**config.mk**
```make
export PLATFORM = sky130hd
export DESIGN_NAME = key_recorder
export DESIGN_NICKNAME = d
export VERILOG_FILES = /design/src/rtl/key_recorder.sv
export SDC_FILE = /design/constraint.sdc
export NUM_CORES = 1
export LEC_CHECK = 0
export ABC_AREA = 0
export BUFFER_PORTS_ARGS = -buffer_cell sky130_fd_sc_hd__buf_2
export CORE_ASPECT_RATIO = 1.25
export CORE_UTILIZATION = 45
export DETAILED_ROUTE_END_ITERATION = 12
export PLACE_DENSITY = 0.57
export SYNTH_ARGS = -nofsm -noshare
export SYNTH_HDL_FRONTEND = slang
export SYNTH_SLANG_ARGS = --single-unit
```
**constraint.sdc**
```tcl
create_clock -name clk -period 7.3 [get_ports clk]
set_input_delay 0.73 -clock clk [delete_from_list [all_inputs] [get_ports clk]]
set_output_delay 0.73 -clock clk [all_outputs]
set_load 0.005 [all_outputs]
```
**src/rtl/key_recorder.sv**
```systemverilog
// Key record/playback stage feeding the buzzer.
// Captures (note, octave, duration) entries and replays them on demand.
module key_recorder #(
  parameter int DEPTH    = 32,
  parameter int TICK_DIV = 5_000_000,
  parameter int DUR_W    = 8
) (
  input  logic                     clk,
  input  logic                     reset,
  input  logic [6:0]               keys,
  input  logic [1:0]               octave,
  input  logic                     write_on,
  input  logic                     play,
  output logic [3:0]               note_out,
  output logic [1:0]               octave_out,
  output logic                     busy,
  output logic                     full,
  output logic [$clog2(DEPTH):0]   count
);

  localparam int IW    = $clog2(DEPTH);
  localparam int CW    = IW + 1;
  localparam int DIV_W = $clog2(TICK_DIV + 1);
  localparam int EW    = 6 + DUR_W;
  localparam logic [DUR_W-1:0] DMAX = '1;

  typedef enum logic [1:0] {
    S_IDLE,
    S_REC,
    S_PLAY
  } state_t;

  state_t r_state;
  state_t w_nxt;

  logic [EW-1:0]    r_mem [DEPTH];
  logic [CW-1:0]    r_count;
  logic             r_full;
  logic             r_busy;
  logic [3:0]       r_note;
  logic [1:0]       r_oct;
  logic [DIV_W-1:0] r_div;
  logic             r_wr_d;
  logic [5:0]       r_ekey;
  logic [DUR_W-1:0] r_edur;
  logic [IW-1:0]    r_idx;
  logic [DUR_W-1:0] r_rem;

  logic [3:0]       w_cur_note;
  logic [5:0]       w_cur_key;
  logic             w_tick;
  logic             w_rise;
  logic             w_fall;
  logic             w_lead;
  logic             w_chg;
  logic [DUR_W-1:0] w_edur_t;
  logic             w_wr;
  logic             w_reopen;
  logic             w_last;
  logic [IW-1:0]    w_rd_addr;
  logic [EW-1:0]    w_rd;

  // Lowest-indexed pressed key wins.
  always_comb begin
    w_cur_note = 4'd0;
    for (int i = 6; i >= 0; i--) begin
      if (keys[i]) w_cur_note = 4'(i + 1);
    end
  end

  assign w_cur_key = {w_cur_note, octave};
  assign w_tick    = (r_div == DIV_W'(TICK_DIV - 1));
  assign w_rise    = write_on & ~r_wr_d;
  assign w_fall    = ~write_on & r_wr_d;
  assign w_lead    = (r_count == '0) && (r_ekey[5:2] == 4'd0);
  assign w_chg     = (w_cur_key != r_ekey);
  // Tick is credited to the open entry before any write decision.
  assign w_edur_t  = w_lead ? '0 : r_edur + DUR_W'(w_tick);
  assign w_last    = (r_idx == IW'(r_count - CW'(1)));
  assign w_rd_addr = (r_state == S_PLAY) ? r_idx + IW'(1) : '0;
  assign w_rd      = r_mem[w_rd_addr];

  always_comb begin
    w_nxt    = r_state;
    w_wr     = 1'b0;
    w_reopen = 1'b0;
    case (r_state)
      S_IDLE: begin
        if (w_rise) w_nxt = S_REC;
        else if (play && r_count != '0) w_nxt = S_PLAY;
      end
      S_REC: begin
        if (w_fall) begin
          w_wr  = (w_edur_t != '0) && (r_ekey[5:2] != 4'd0);
          w_nxt = S_IDLE;
        end else if (w_chg) begin
          w_wr     = (w_edur_t != '0);
          w_reopen = 1'b1;
        end else if (w_edur_t == DMAX) begin
          w_wr     = 1'b1;
          w_reopen = 1'b1;
        end
        if (w_wr && r_count == CW'(DEPTH - 1)) w_nxt = S_IDLE;
      end
      S_PLAY: begin
        if (play) w_nxt = S_IDLE;
        else if (w_tick && r_rem == DUR_W'(1) && w_last) w_nxt = S_IDLE;
      end
      default: w_nxt = S_IDLE;
    endcase
  end

  always_ff @(posedge clk) begin
    if (reset && r_state == S_REC && w_wr) begin
      r_mem[r_count[IW-1:0]] <= {r_ekey, w_edur_t};
    end
  end

  always_ff @(posedge clk) begin
    if (!reset) begin
      r_state <= S_IDLE;
      r_count <= '0;
      r_full  <= 1'b0;
      r_busy  <= 1'b0;
      r_note  <= 4'd0;
      r_oct   <= 2'd0;
      r_div   <= '0;
      r_wr_d  <= 1'b0;
      r_ekey  <= '0;
      r_edur  <= '0;
      r_idx   <= '0;
      r_rem   <= '0;
    end else begin
      r_state <= w_nxt;
      r_busy  <= (w_nxt != S_IDLE);
      r_wr_d  <= write_on;
      r_div   <= (w_nxt != r_state || w_tick) ? '0 : r_div + DIV_W'(1);
      r_note  <= 4'd0;
      r_oct   <= 2'd0;
      case (r_state)
        S_IDLE: begin
          if (w_nxt == S_REC) begin
            r_count <= '0;
            r_full  <= 1'b0;
            r_ekey  <= w_cur_key;
            r_edur  <= '0;
            r_note  <= w_cur_note;
            r_oct   <= octave;
          end else if (w_nxt == S_PLAY) begin
            r_idx  <= '0;
            r_note <= w_rd[EW-1 -: 4];
            r_oct  <= w_rd[DUR_W+1 -: 2];
            r_rem  <= w_rd[DUR_W-1:0];
          end
        end
        S_REC: begin
          if (w_wr) begin
            r_count <= r_count + CW'(1);
            if (r_count == CW'(DEPTH - 1)) r_full <= 1'b1;
          end
          if (w_reopen) begin
            r_ekey <= w_cur_key;
            r_edur <= '0;
          end else begin
            r_edur <= w_edur_t;
          end
          if (w_nxt == S_REC) begin
            r_note <= w_cur_note;
            r_oct  <= octave;
          end
        end
        S_PLAY: begin
          if (w_nxt == S_PLAY) begin
            r_note <= r_note;
            r_oct  <= r_oct;
            if (w_tick) begin
              if (r_rem == DUR_W'(1)) begin
                r_idx  <= w_rd_addr;
                r_note <= w_rd[EW-1 -: 4];
                r_oct  <= w_rd[DUR_W+1 -: 2];
                r_rem  <= w_rd[DUR_W-1:0];
              end else begin
                r_rem <= r_rem - DUR_W'(1);
              end
            end
          end
        end
        default: ;
      endcase
    end
  end

  assign note_out   = r_note;
  assign octave_out = r_oct;
  assign busy       = r_busy;
  assign full       = r_full;
  assign count      = r_count;

endmodule

```
==> key figures <==
STA
  – RSZ-0062 raised after global routing: false
  – Clk_skew: 0.0231 ns
  – FMAX: 173 MHz
  – Minimum clock period: approximately 5.8 ns
  – Fin crit share: 79.2%
  – Max-slew violation count: 0
  – Worst slew pin tran: 1.14 ns
  – Final setup viols: 0
  – Final setup margin: around 1.5 ns
  – Final setup TNS: 0 ns
  – Min Hold Slack: 0.420 ns
  – Slew margin rel.: 23.7%
  – Endpoints failing hold: 0

Global routing
  – Largest net degree at the start of global routing: 78
  – Vias in the first global route: roughly 13000
  – First-pass GRT wire length: between 90 and 100 mm
  – Initial antenna violation count: 0
  – Gr ovfl total: 0
  – All-layer global routing usage: between 20% and 30%

Setup path
  – R2r setup slk: 1.52 ns
  – RR Startpoint: r_div[11]
  – Cell count of the worst reg-to-reg path: 13
  – Critical path capture point type: register
  – RR Endpoint: r_mem[12][6]
  – CP Class: reg2reg
  – Data required, critical path: 7.49 ns
  – Critical Path Fanout Max: 34
  – Worst Path Arrival: 5.97 ns
  – Startpoint Class: register

Clock tree
  – Clock sink total: 481
  – Largest buffer count on any clock path: 3
  – Setup bufs post-CTS: 0
  – CTS Hold Buffers Added: 0
  – Worst skew pair latency: 0.57 ns
  – Post-CTS Resized: 0
  – H-tree depth: 2
  – Register clock-pin slew on the reported worst setup and hold paths: roughly 0.060 ns
  – Root Driver: clkbuf_16
  – CTS tree: built
  – TritonCTS Buffers: between 40 and 50

Synthesis
  – Syn Nets: 1554
  – Synth Area in Simple Gates: 13.3%
  – Post-synth cell types: 84
  – Synth Area in Compound Gates: 8.32%
  – Synth Flop Type: edfxtp_1
  – Post-Synth XOR/XNOR Area: 1.66%
  – Mapped Cells: 1530
  – Largest family of logic cells by synthesized area: simple AND/OR/NAND/NOR gates
  – EDFF count, synth: about 420
  – Mean area per synthesized cell: between 10 and 15 sq um
  – Mux cell area share after synthesis: 6.65%
  – Yosys reg bits: just under 500
  – Post-Syn Area: 0.0206 sq mm
  – Asr flop ratio synth: 0%
  – Synth warn: 0
  – Register area share after synthesis: 67.1%
  – Adder-cell share of the synthesized area: less than 1%

Place
  – Place WS: 1.57 ns
  – RD Place Congestion: 0.912
  – Hpwl dp: 39.7 mm
  – Input/output buffers: 25
  – Placed inst area: between 0.02 and 0.025 sq mm
  – Inst Count DP: ~2100

Run
  – Maximum Capacitance Violations: 0

Pwr
  – Total power: around 5.6 mW
  – VDD IR max: 0.208 mV
  – Power per Cell Area: 244 mW/mm^2
  – LEAKAGE: between 7 and 8 nW

Floorplan
  – Die width: about 190 microns
  – Area of the core: 0.0451 sq mm
  – Row count: 87
  – Area of the die: approximately 0.047 sq mm
  – IO Pins: 27
  – Starting Density: between 40 and 50%
  – Die Ht: around 240 microns

Run status
  – Status: completed

Hold path
  – Min-Delay Endpoint: r_wr_d
  – WHS Path Cells: 2
  – Worst hold start: write_on
  – Hold WC Path Type: in2reg

Layout
  – Post-layout util: roughly half
  – Fin area: 0.0229 sq mm
  – Fillers: between 3000 and 4000
  – NumNets Final: 1568
  – Area Overhead vs Synth: 11.6%
  – Final std cells w/o fill: between 2000 and 2500
  – Layout cell share with drive strength beyond 1: 13.6%
  – Diodes inserted: 0

Route
  – DR WL/cell: 29.3 microns
  – Drt via density: 6.29
  – Final WL: 63.2 mm
  – DRC: 0
  – DRT iter0 DRCs: 1539
  – Final antenna-violating net count: 0
  – Vias: 13557
  – First drt pass iteration count: 5
## sequential cells by signal (all words and copies together) (netlist names)
register,cells
busy,1
r_rem,8
r_edur,8
r_ekey,5
r_div,23
octave_out,2
count,6
r_wr_d,1
r_idx,5
r_mem,416
full,1
r_state,2
note_out,3
## worst max-delay path by stage
stage,start,slack (ns),endpoint,cells past startpoint
floorplan,r_div[18],2.25,r_mem[15][0],12
global placement,r_div[18],1.63,r_mem[12][6],13
detailed placement,r_div[11],1.57,r_mem[12][6],13
CTS,r_div[11],1.53,r_mem[12][6],13
global route,r_div[18],1.16,r_mem[12][6],13
finish,r_div[11],1.52,r_mem[12][6],13
## layer usage
layer / global-route usage, % / wire length (microns) / vias up
li1: - / - / 5878
met1: 35.0 / 25200 / 6895
met2: 45.4 / 29900 / 648
met3: 4.64 / 4800 / 136
met4: 13.6 / 3280 / 0
met5: 0 / 0 / -
## area by class of cell
type                    count  area [sq um]  area share, %
inverters                  18          67.6          0.294
repair buffers             58           385           1.68
clock inverters            14           184          0.801
well taps                 578           723           3.15
clock buffers              66          1410           6.16
flip-flops and latches    481         13800           60.1
multi-input cells         940          6380           27.8
## synthesized netlist by cell type (all sizes together), types with 6 or more instances
library cell,instances,area share (%)
edfxtp,416,61
nand2,203,3.7
nand3,97,2.4
nor2,88,1.6
dfxtp,65,6.3
clkbuf,56,1.0
mux2i,49,2.4
a21oi,40,0.97
buf,35,0.95
mux4,32,3.5
o21ai,30,0.73
nor3,29,0.75
xnor2,26,1.1
a31oi,24,0.73
and2,24,0.73
a211oi,20,0.73
nor2b,20,0.61
and4,18,0.77
inv,17,0.31
a311oi,14,0.60
mux2,14,0.77
o211ai,14,0.51
and3,13,0.42
xor2,13,0.55
a32oi,11,0.47
ha,11,0.67
nand4,11,0.33
o22ai,11,0.33
a211o,8,0.35
o31ai,8,0.29
or3,8,0.27
a221oi,7,0.30
and3b,7,0.30
nand2b,7,0.21
nor4,7,0.21
a21boi,6,0.22
o2111ai,6,0.26
## power by group
| group | switching (mW) | internal (mW) | total (mW) |
|---|---|---|---|
| Sequential | 0.0199 | 2.97 | 2.99 |
| Combinational | 0.0719 | 0.0245 | 0.0964 |
| Clock | 1.03 | 1.49 | 2.52 |
| Total | 1.12 | 4.48 | 5.60 |
## cells in the final DEF, fill, tap and decap left out, drive strengths merged, types with 18 or more instances in the layout
master,n
nor2b,20
a31oi,24
inv,18
mux4,32
dfxtp,65
a21oi,40
o21ai,30
xnor2,26
nand2,203
a211oi,20
clkbuf,66
and2,24
and4,18
nor3,29
edfxtp,416
nand3,97
nor2,88
buf,58
mux2i,49
## worst max-delay path, cell delays in order, from the launching register on
cell and delay, ns:
dfxtp_1 0.40, nor4bb_1 0.39, nand4_1 0.19, nor2_1 0.42
ha_1 0.36, ha_1 0.29, xnor2_1 0.14, a31oi_4 0.16
buf_4 0.44, o21ai_0 0.17, or4_4 0.54, o211a_4 0.22
nor2_2 0.88, and4_1 0.80
## kinds of logic after synthesis
kind of cell    count (synthesis)
mux                            95
other cells                     1
buf+inv                       109
simple gates                  558
compound gates                236
fa+ha+maj                      11
xor+xnor                       39
flops                         481
(Power assumes the default switching activity.)
